### config.mk
export PLATFORM = sky130hd
export DESIGN_NAME = dmem_arbiter_flat
export DESIGN_NICKNAME = d
export VERILOG_FILES = /design/src/rtl/dmem_pkg.sv /design/src/rtl/dmem_arbiter_if.sv /design/src/rtl/rr_arb2.sv /design/src/rtl/dmem_arbiter.sv /design/src/flat_wrapper.sv
export SDC_FILE = /design/constraint.sdc
export NUM_CORES = 1
export LEC_CHECK = 0
export ABC_AREA = 1
export CAP_MARGIN = 20
export CORE_MARGIN = 3
export CORE_UTILIZATION = 23
export CTS_BUF_LIST = sky130_fd_sc_hd__clkbuf_2
export DETAILED_ROUTE_END_ITERATION = 12
export GPL_TIMING_DRIVEN = 1
export PLACE_DENSITY = 0.61
export SLEW_MARGIN = 20
export SYNTH_ARGS = -nofsm -noshare
export SYNTH_HDL_FRONTEND = slang
export SYNTH_HIERARCHICAL = 1
export SYNTH_SLANG_ARGS = --single-unit
### constraint.sdc
create_clock -name clk -period 2.3 [get_ports clk]
set_input_delay 0.345 -clock clk [delete_from_list [all_inputs] [get_ports clk]]
set_output_delay 0.345 -clock clk [all_outputs]
set_load 0.1 [all_outputs]
### src/rtl/dmem_pkg.sv
// Shared definitions for the data-memory arbiter: FSM state encoding, port
// ownership, default memory geometry and the word range-check helper.
package dmem_pkg;

  localparam int unsigned DEFAULT_MEM_BYTES = 1024;
  localparam int unsigned DATA_W            = 32;
  localparam logic [31:0] LAST_WORD_ADDR    = 32'(DEFAULT_MEM_BYTES - 4);

  typedef enum logic [1:0] {
    ST_IDLE   = 2'd0,
    ST_ACCESS = 2'd1,
    ST_RESP   = 2'd2
  } state_t;

  typedef enum logic {
    OWN_CPU = 1'b0,
    OWN_DBG = 1'b1
  } owner_t;

  // Unsigned compare, so huge addresses (e.g. 0xFFFF_FFFC) are rejected too.
  function automatic logic word_in_range(input logic [31:0] addr,
                                         input logic [31:0] last_addr);
    return addr <= last_addr;
  endfunction

endpackage

### src/rtl/dmem_arbiter_if.sv
// Request/response port of the data-memory arbiter.
//   master : requester side (CPU MEM stage or debug/loader)
//   slave  : arbiter side
// req/we/addr/wdata flow master->slave; gnt/rvalid/rdata/err flow back.
interface dmem_arbiter_if;
  import dmem_pkg::*;

  logic              req;
  logic              we;
  logic [31:0]       addr;
  logic [DATA_W-1:0] wdata;
  logic              gnt;
  logic              rvalid;
  logic [DATA_W-1:0] rdata;
  logic              err;

  modport master (output req, we, addr, wdata,
                  input  gnt, rvalid, rdata, err);
  modport slave  (input  req, we, addr, wdata,
                  output gnt, rvalid, rdata, err);
endinterface

### src/rtl/rr_arb2.sv
// Two-input round-robin arbiter.
//   i_req[0] = CPU, i_req[1] = debug
//   i_adv    : arbitration point; the pointer only moves when a grant is issued here
//   o_gnt    : one-hot grant (combinational)
// Pointer remembers which port was granted last; on a tie the other one wins.
module rr_arb2 (
  input  logic       clk,
  input  logic       reset,
  input  logic [1:0] i_req,
  input  logic       i_adv,
  output logic [1:0] o_gnt
);

  logic r_last_dbg;

  always_comb begin
    o_gnt = 2'b00;
    case (i_req)
      2'b01:   o_gnt = 2'b01;
      2'b10:   o_gnt = 2'b10;
      2'b11:   o_gnt = r_last_dbg ? 2'b01 : 2'b10;
      default: o_gnt = 2'b00;
    endcase
  end

  // Reset points at debug so the CPU wins the first tie.
  always_ff @(posedge clk) begin
    if (reset)
      r_last_dbg <= 1'b1;
    else if (i_adv && (|o_gnt))
      r_last_dbg <= o_gnt[1];
  end

endmodule

### src/rtl/dmem_arbiter.sv
// Two-port arbiter/sequencer in front of the big-endian data memory.
//   clk, reset         : system clock, synchronous active-high reset
//   cpu, dbg           : requester ports (req/gnt handshake, registered response)
//   mem_addr/wdata/we  : memory port, driven from the latched request
//   mem_rdata          : combinational read data from the memory
//   busy               : high while an access is in ACCESS or RESP
//
// state  | meaning
// IDLE   | no access in flight; arbitrate
// ACCESS | latched request on the memory port; capture read data
// RESP   | owner's rvalid pulse; arbitrate for the next access
module dmem_arbiter
  import dmem_pkg::*;
#(
  parameter int unsigned MEM_BYTES = DEFAULT_MEM_BYTES,
  parameter int unsigned DW        = DATA_W
) (
  input  logic          clk,
  input  logic          reset,
  dmem_arbiter_if.slave cpu,
  dmem_arbiter_if.slave dbg,
  output logic [31:0]   mem_addr,
  output logic [DW-1:0] mem_wdata,
  output logic          mem_we,
  input  logic [DW-1:0] mem_rdata,
  output logic          busy
);

  localparam logic [31:0] LAST_ADDR = 32'(MEM_BYTES - 4);

  state_t        r_state, w_state_nxt;
  owner_t        r_owner;
  logic          r_we;
  logic [31:0]   r_addr;
  logic [DW-1:0] r_wdata;
  logic [DW-1:0] r_rdata;
  logic          r_err;

  logic          w_arb_en;
  logic [1:0]    w_req;
  logic [1:0]    w_gnt;
  owner_t        w_win;
  logic          w_in_range;
  logic          w_resp;

  // Arbitration runs in IDLE and RESP; reset blocks any grant.
  assign w_arb_en = !reset && (r_state != ST_ACCESS);
  assign w_req    = {dbg.req, cpu.req} & {2{w_arb_en}};

  rr_arb2 u_rr_arb2 (
    .clk   (clk),
    .reset (reset),
    .i_req (w_req),
    .i_adv (w_arb_en),
    .o_gnt (w_gnt)
  );

  assign w_win      = w_gnt[1] ? OWN_DBG : OWN_CPU;
  assign w_in_range = word_in_range(r_addr, LAST_ADDR);
  assign w_resp     = !reset && (r_state == ST_RESP);

  always_ff @(posedge clk) begin
    if (reset)
      r_state <= ST_IDLE;
    else
      r_state <= w_state_nxt;
  end

  always_comb begin
    w_state_nxt = r_state;
    mem_we      = 1'b0;
    busy        = 1'b0;
    case (r_state)
      ST_IDLE: begin
        if (|w_gnt) w_state_nxt = ST_ACCESS;
      end
      ST_ACCESS: begin
        mem_we      = r_we && w_in_range && !reset;
        busy        = !reset;
        w_state_nxt = ST_RESP;
      end
      ST_RESP: begin
        busy        = !reset;
        w_state_nxt = (|w_gnt) ? ST_ACCESS : ST_IDLE;
      end
      default: w_state_nxt = ST_IDLE;
    endcase
  end

  // mem_addr/mem_wdata come straight from the request latch, which only
  // changes on the edge entering ACCESS, so they hold outside ACCESS.
  always_ff @(posedge clk) begin
    if (reset) begin
      r_owner <= OWN_CPU;
      r_we    <= 1'b0;
      r_addr  <= '0;
      r_wdata <= '0;
      r_rdata <= '0;
      r_err   <= 1'b0;
    end else begin
      if (|w_gnt) begin
        r_owner <= w_win;
        r_we    <= (w_win == OWN_DBG) ? dbg.we    : cpu.we;
        r_addr  <= (w_win == OWN_DBG) ? dbg.addr  : cpu.addr;
        r_wdata <= (w_win == OWN_DBG) ? dbg.wdata : cpu.wdata;
      end
      if (r_state == ST_ACCESS) begin
        r_rdata <= (!r_we && w_in_range) ? mem_rdata : '0;
        r_err   <= !w_in_range;
      end
    end
  end

  assign mem_addr  = r_addr;
  assign mem_wdata = r_wdata;

  assign cpu.gnt    = w_gnt[0];
  assign dbg.gnt    = w_gnt[1];
  assign cpu.rvalid = w_resp && (r_owner == OWN_CPU);
  assign dbg.rvalid = w_resp && (r_owner == OWN_DBG);
  assign cpu.rdata  = cpu.rvalid ? r_rdata : '0;
  assign dbg.rdata  = dbg.rvalid ? r_rdata : '0;
  assign cpu.err    = cpu.rvalid && r_err;
  assign dbg.err    = dbg.rvalid && r_err;

endmodule

### src/flat_wrapper.sv
// flat-port wrapper written by rule: the top's interface ports become plain ports
module dmem_arbiter_flat import dmem_pkg::*;
#(
  parameter int unsigned MEM_BYTES = DEFAULT_MEM_BYTES,
  parameter int unsigned DW        = DATA_W
)
  (clk, reset, mem_addr, mem_wdata, mem_we, mem_rdata, busy, cpu_req, cpu_we, cpu_addr, cpu_wdata, cpu_gnt, cpu_rvalid, cpu_rdata, cpu_err, dbg_req, dbg_we, dbg_addr, dbg_wdata, dbg_gnt, dbg_rvalid, dbg_rdata, dbg_err);
  dmem_arbiter_if cpu_i ();
  dmem_arbiter_if dbg_i ();
  input  logic clk;
  input  logic reset;
  output logic [31:0] mem_addr;
  output logic [DW-1:0] mem_wdata;
  output logic mem_we;
  input  logic [DW-1:0] mem_rdata;
  output logic busy;
  input wire logic [$bits(cpu_i.req)-1:0] cpu_req;
  input wire logic [$bits(cpu_i.we)-1:0] cpu_we;
  input wire logic [$bits(cpu_i.addr)-1:0] cpu_addr;
  input wire logic [$bits(cpu_i.wdata)-1:0] cpu_wdata;
  output wire logic [$bits(cpu_i.gnt)-1:0] cpu_gnt;
  output wire logic [$bits(cpu_i.rvalid)-1:0] cpu_rvalid;
  output wire logic [$bits(cpu_i.rdata)-1:0] cpu_rdata;
  output wire logic [$bits(cpu_i.err)-1:0] cpu_err;
  input wire logic [$bits(dbg_i.req)-1:0] dbg_req;
  input wire logic [$bits(dbg_i.we)-1:0] dbg_we;
  input wire logic [$bits(dbg_i.addr)-1:0] dbg_addr;
  input wire logic [$bits(dbg_i.wdata)-1:0] dbg_wdata;
  output wire logic [$bits(dbg_i.gnt)-1:0] dbg_gnt;
  output wire logic [$bits(dbg_i.rvalid)-1:0] dbg_rvalid;
  output wire logic [$bits(dbg_i.rdata)-1:0] dbg_rdata;
  output wire logic [$bits(dbg_i.err)-1:0] dbg_err;
  assign cpu_i.req = cpu_req;
  assign cpu_i.we = cpu_we;
  assign cpu_i.addr = cpu_addr;
  assign cpu_i.wdata = cpu_wdata;
  assign cpu_gnt = cpu_i.gnt;
  assign cpu_rvalid = cpu_i.rvalid;
  assign cpu_rdata = cpu_i.rdata;
  assign cpu_err = cpu_i.err;
  assign dbg_i.req = dbg_req;
  assign dbg_i.we = dbg_we;
  assign dbg_i.addr = dbg_addr;
  assign dbg_i.wdata = dbg_wdata;
  assign dbg_gnt = dbg_i.gnt;
  assign dbg_rvalid = dbg_i.rvalid;
  assign dbg_rdata = dbg_i.rdata;
  assign dbg_err = dbg_i.err;
  dmem_arbiter #(.MEM_BYTES(MEM_BYTES), .DW(DW)) u_core (.clk(clk), .reset(reset), .cpu(cpu_i), .dbg(dbg_i), .mem_addr(mem_addr), .mem_wdata(mem_wdata), .mem_we(mem_we), .mem_rdata(mem_rdata), .busy(busy));
endmodule
==> summary.txt <==
Clock network
  – Clock Pin Slew Worst Setup and Hold Paths: 310 ps
  – CTS Sinks: 102
  – CTS root buffer: clkbuf_2
  – Worst skew pair latency: 610 ps
  – CTS tree: built
  – CTS Buf Count: 9
  – CTS Hold Buffers Added: 0
  – Htree depth: 3
  – CTS Buffer Depth: 2

Routing
  – Detailed Routing Iterations Pass 1: 5
  – Total Wirelength: 21400 um
  – WL per Instance: 14.0 um
  – Starting DRT DRC Count: 278
  – ANT nets after route: 0
  – Routed vias/inst: 4.25
  – Vias: 6477
  – Residual DRC: 0

Timing
  – Worst-margin pin slew: 609 ps
  – Fmax: 416 MHz
  – Clock Skews: 49.7 ps
  – Final setup violation count: 67
  – Post-route minimum period: 2400 ps
  – RSZ-0062 raised after global routing: yes
  – Final Hold Viols: 0
  – Final Cycle Share: 1.04
  – Final slew viol count: 0
  – Slew margin rel.: 0.594
  – Final worst slack: -102 ps

Finish
  – Final core utilization: 0.461
  – Area Overhead vs Synth: 94.9%
  – Share of cells above drive strength 1: 0.263
  – Final Cell Area: 10500 um^2
  – Final nets: 1374
  – FILL cells: 2322

Setup path
  – Setup crit end kind: output pin
  – Worst reg-to-reg path cell count: 14
  – Crit-path max FO: 11
  – R2R Setup Slk: 250 ps
  – Kind of critical path: register to output pin
  – Required @ worst endpoint: 1960 ps
  – CP Launch Type: register
  – WP data arrival: 2060 ps

Synth
  – Yosys cell types: 27
  – Syn Std Cell Area: 5410 um^2
  – Synth Net Count: 1054
  – Cells after Synth: 884
  – Number of synthesis warnings: 6
  – Avg Cell Area, Syn: 6.12 um^2
  – Post-synthesis sequential area ratio: 0.378
  – Flops & latches, synth: 102

Global routing
  – Vias in the first global route: 6201
  – First-pass GRT wire length: 33800 um
  – Initial antenna violation count: 2
  – Largest net degree at the start of global routing: 55
  – Gr usage total: 0.165
  – Grt ovf: 0

Floorplan
  – Die X: 159 um
  – Die extent in y: 159 um
  – Core area: 22800 um^2
  – Row cnt: 55
  – Initial Util: 0.237
  – Full die area: 25400 um^2
  – # IOs: 302

Power and ir drop
  – Switching pwr: 2.44 mW
  – Comb pwr share: 0.483
  – Total power: 5.39 mW
  – Clock Power Share: 0.145
  – P_int: 2.95 mW
  – Flop pwr share: 0.372
  – Switching Share: 0.453
  – PwrDens: 511 nW/um^2
  – Peak supply drop: 430 uV
  – LEAKAGE: 4.85 nW

Status
  – Status: finished with violations
  – Failing checks: negative setup slack

Placed design
  – Placed Area: 10100 um^2
  – Port Buf Inserts: 301
  – Gp weighted congestion: 0.800
  – Placed wire-length estimate: 16000 um

Worst hold path
  – HP Class: primary input to register
  – Hold Crit Depth: 5

Flow run
  – Max Cap Viol: 0
[layout by cell type, fill, tap and decap left out, types with 2 or more instances in the layout]
| cell type | count |
|---|---|
| ha_4 | 2 |
| a21oi_1 | 4 |
| nand3_1 | 151 |
| nor3_4 | 3 |
| clkbuf_2 | 10 |
| a21boi_4 | 2 |
| o21ai_0 | 3 |
| nor2_4 | 71 |
| inv_2 | 6 |
| nand3_2 | 10 |
| clkdlybuf4s50_1 | 165 |
| buf_12 | 83 |
| nor2_2 | 2 |
| buf_4 | 106 |
| dfxtp_1 | 97 |
| o211ai_1 | 3 |
| ha_1 | 2 |
| inv_4 | 4 |
| clkinv_1 | 3 |
| nand2_2 | 2 |
| inv_1 | 140 |
| buf_16 | 6 |
| nor2_1 | 46 |
| nand2_1 | 276 |
| dfxtp_2 | 4 |
[Yosys cell counts]
cell type	instances	area (um^2)
inv_2	3	11.3
buf_8	1	15.0
inv_1	147	552
clkbuf_1	13	48.8
buf_6	2	22.5
a21boi_1	1	7.51
buf_4	6	45.0
clkbuf_4	1	7.51
nor2_1	117	439
a21oi_1	4	20.0
nand3_2	9	90.1
buf_2	26	130
o211ai_1	3	22.5
nor3_2	2	20.0
nor3_1	1	5.00
o21ai_0	3	15.0
buf_1	3	11.3
nand2_1	278	1040
nor2_4	1	11.3
a211oi_1	1	7.51
nor2_2	1	6.26
dfxtp_1	102	2040
clkbuf_8	1	13.8
nand3_1	152	761
ha_1	4	50.1
clkinv_1	1	3.75
a21boi_0	1	7.51
[worst max-delay path, stage by stage (launching register included)]
cell and delay (ps):
dfxtp_2 410, buf_6 100, ha_4 140, inv_4 40, nor3_4 150, inv_4 120
buf_16 190, nor2_4 130, buf_12 180
[flip-flops by register name, summed over array words and instances, names as in the netlist]
| name | count |
|---|---|
| u_core/r_we | 1 |
| u_core/r_owner | 1 |
| u_core/u_rr_arb2/r_last_dbg | 1 |
| u_core/r_rdata | 32 |
| u_core/r_err | 1 |
| u_core/mem_addr | 32 |
| u_core/mem_wdata | 32 |
| u_core/r_state | 2 |
[cells by family after synthesis]
family | Yosys count | share of synthesized area
flops | 102 | 0.378
fa+ha+maj | 4 | 0.00925
buf+inv | 204 | 0.159
compound gates | 13 | 0.0148
simple gates | 561 | 0.439
[area by class of cell]
type,instances,area (um^2),share of cell area
diodes,1,2.50,0.000237
clock buffers,10,50.0,0.00475
clock inverters,6,37.5,0.00356
inverters,151,577,0.0547
multi-input cells,578,3120,0.296
flip-flops and latches,102,2050,0.195
well taps,313,392,0.0371
repair buffers,362,4320,0.410
[through the flow]
step | worst slack, ps | hold WS (ps) | std cells | setup TNS (ps)
after floorplan | -405 | 426 | 884 | -38980
after global placement | 82.4 | 436 | 1483 | 0
after detailed placement | 65.3 | 439 | 1483 | 0
after CTS | -205 | 222 | 1524 | -11790
after global routing | -281 | 234 | 1523 | -16270
final | -102 | 314 | 1523 | -4460
[repair_timing]
item / in CTS / in global routing
setup buffers: 21 / 1
gates cloned: 5 / 0
gates resized for setup: 27 / 1
pin swaps: 13 / 3
endpoints found under the setup margin: 70 / 70
[per-layer routing]
| layer | vias to the layer above | GRT usage | wire, um |
|---|---|---|---|
| met3 | 27 | 0.0445 | 1460 |
| met5 | - | 0 | 13 |
| met1 | 2930 | 0.204 | 9080 |
| li1 | 3294 | - | - |
| met4 | 2 | 0.0454 | 398 |
| met2 | 224 | 0.284 | 10400 |
[final timing paths]
check               startpoint              endpoint
max          u_core/r_state[1]         cpu_rdata[10]
min              cpu_wdata[25]  u_core/mem_wdata[25]
max reg2reg  u_core/r_state[1]   u_core/mem_addr[21]
min reg2reg  u_core/r_rdata[6]     u_core/r_rdata[6]
[power by group through the flow]
stage / clock network [mW] / registers, mW / logic, mW
3_3_place_gp: 0 / 2.03 / 2.44
6_report: 0.783 / 2.01 / 2.60
3_5_place_dp: 0 / 2.04 / 2.45
5_1_grt: 0.903 / 2.03 / 2.77
2_1_floorplan: 0 / 2.80 / 0.892
4_1_cts: 0.843 / 2.01 / 2.63
Note: power is estimated with default switching activity, not from simulation.
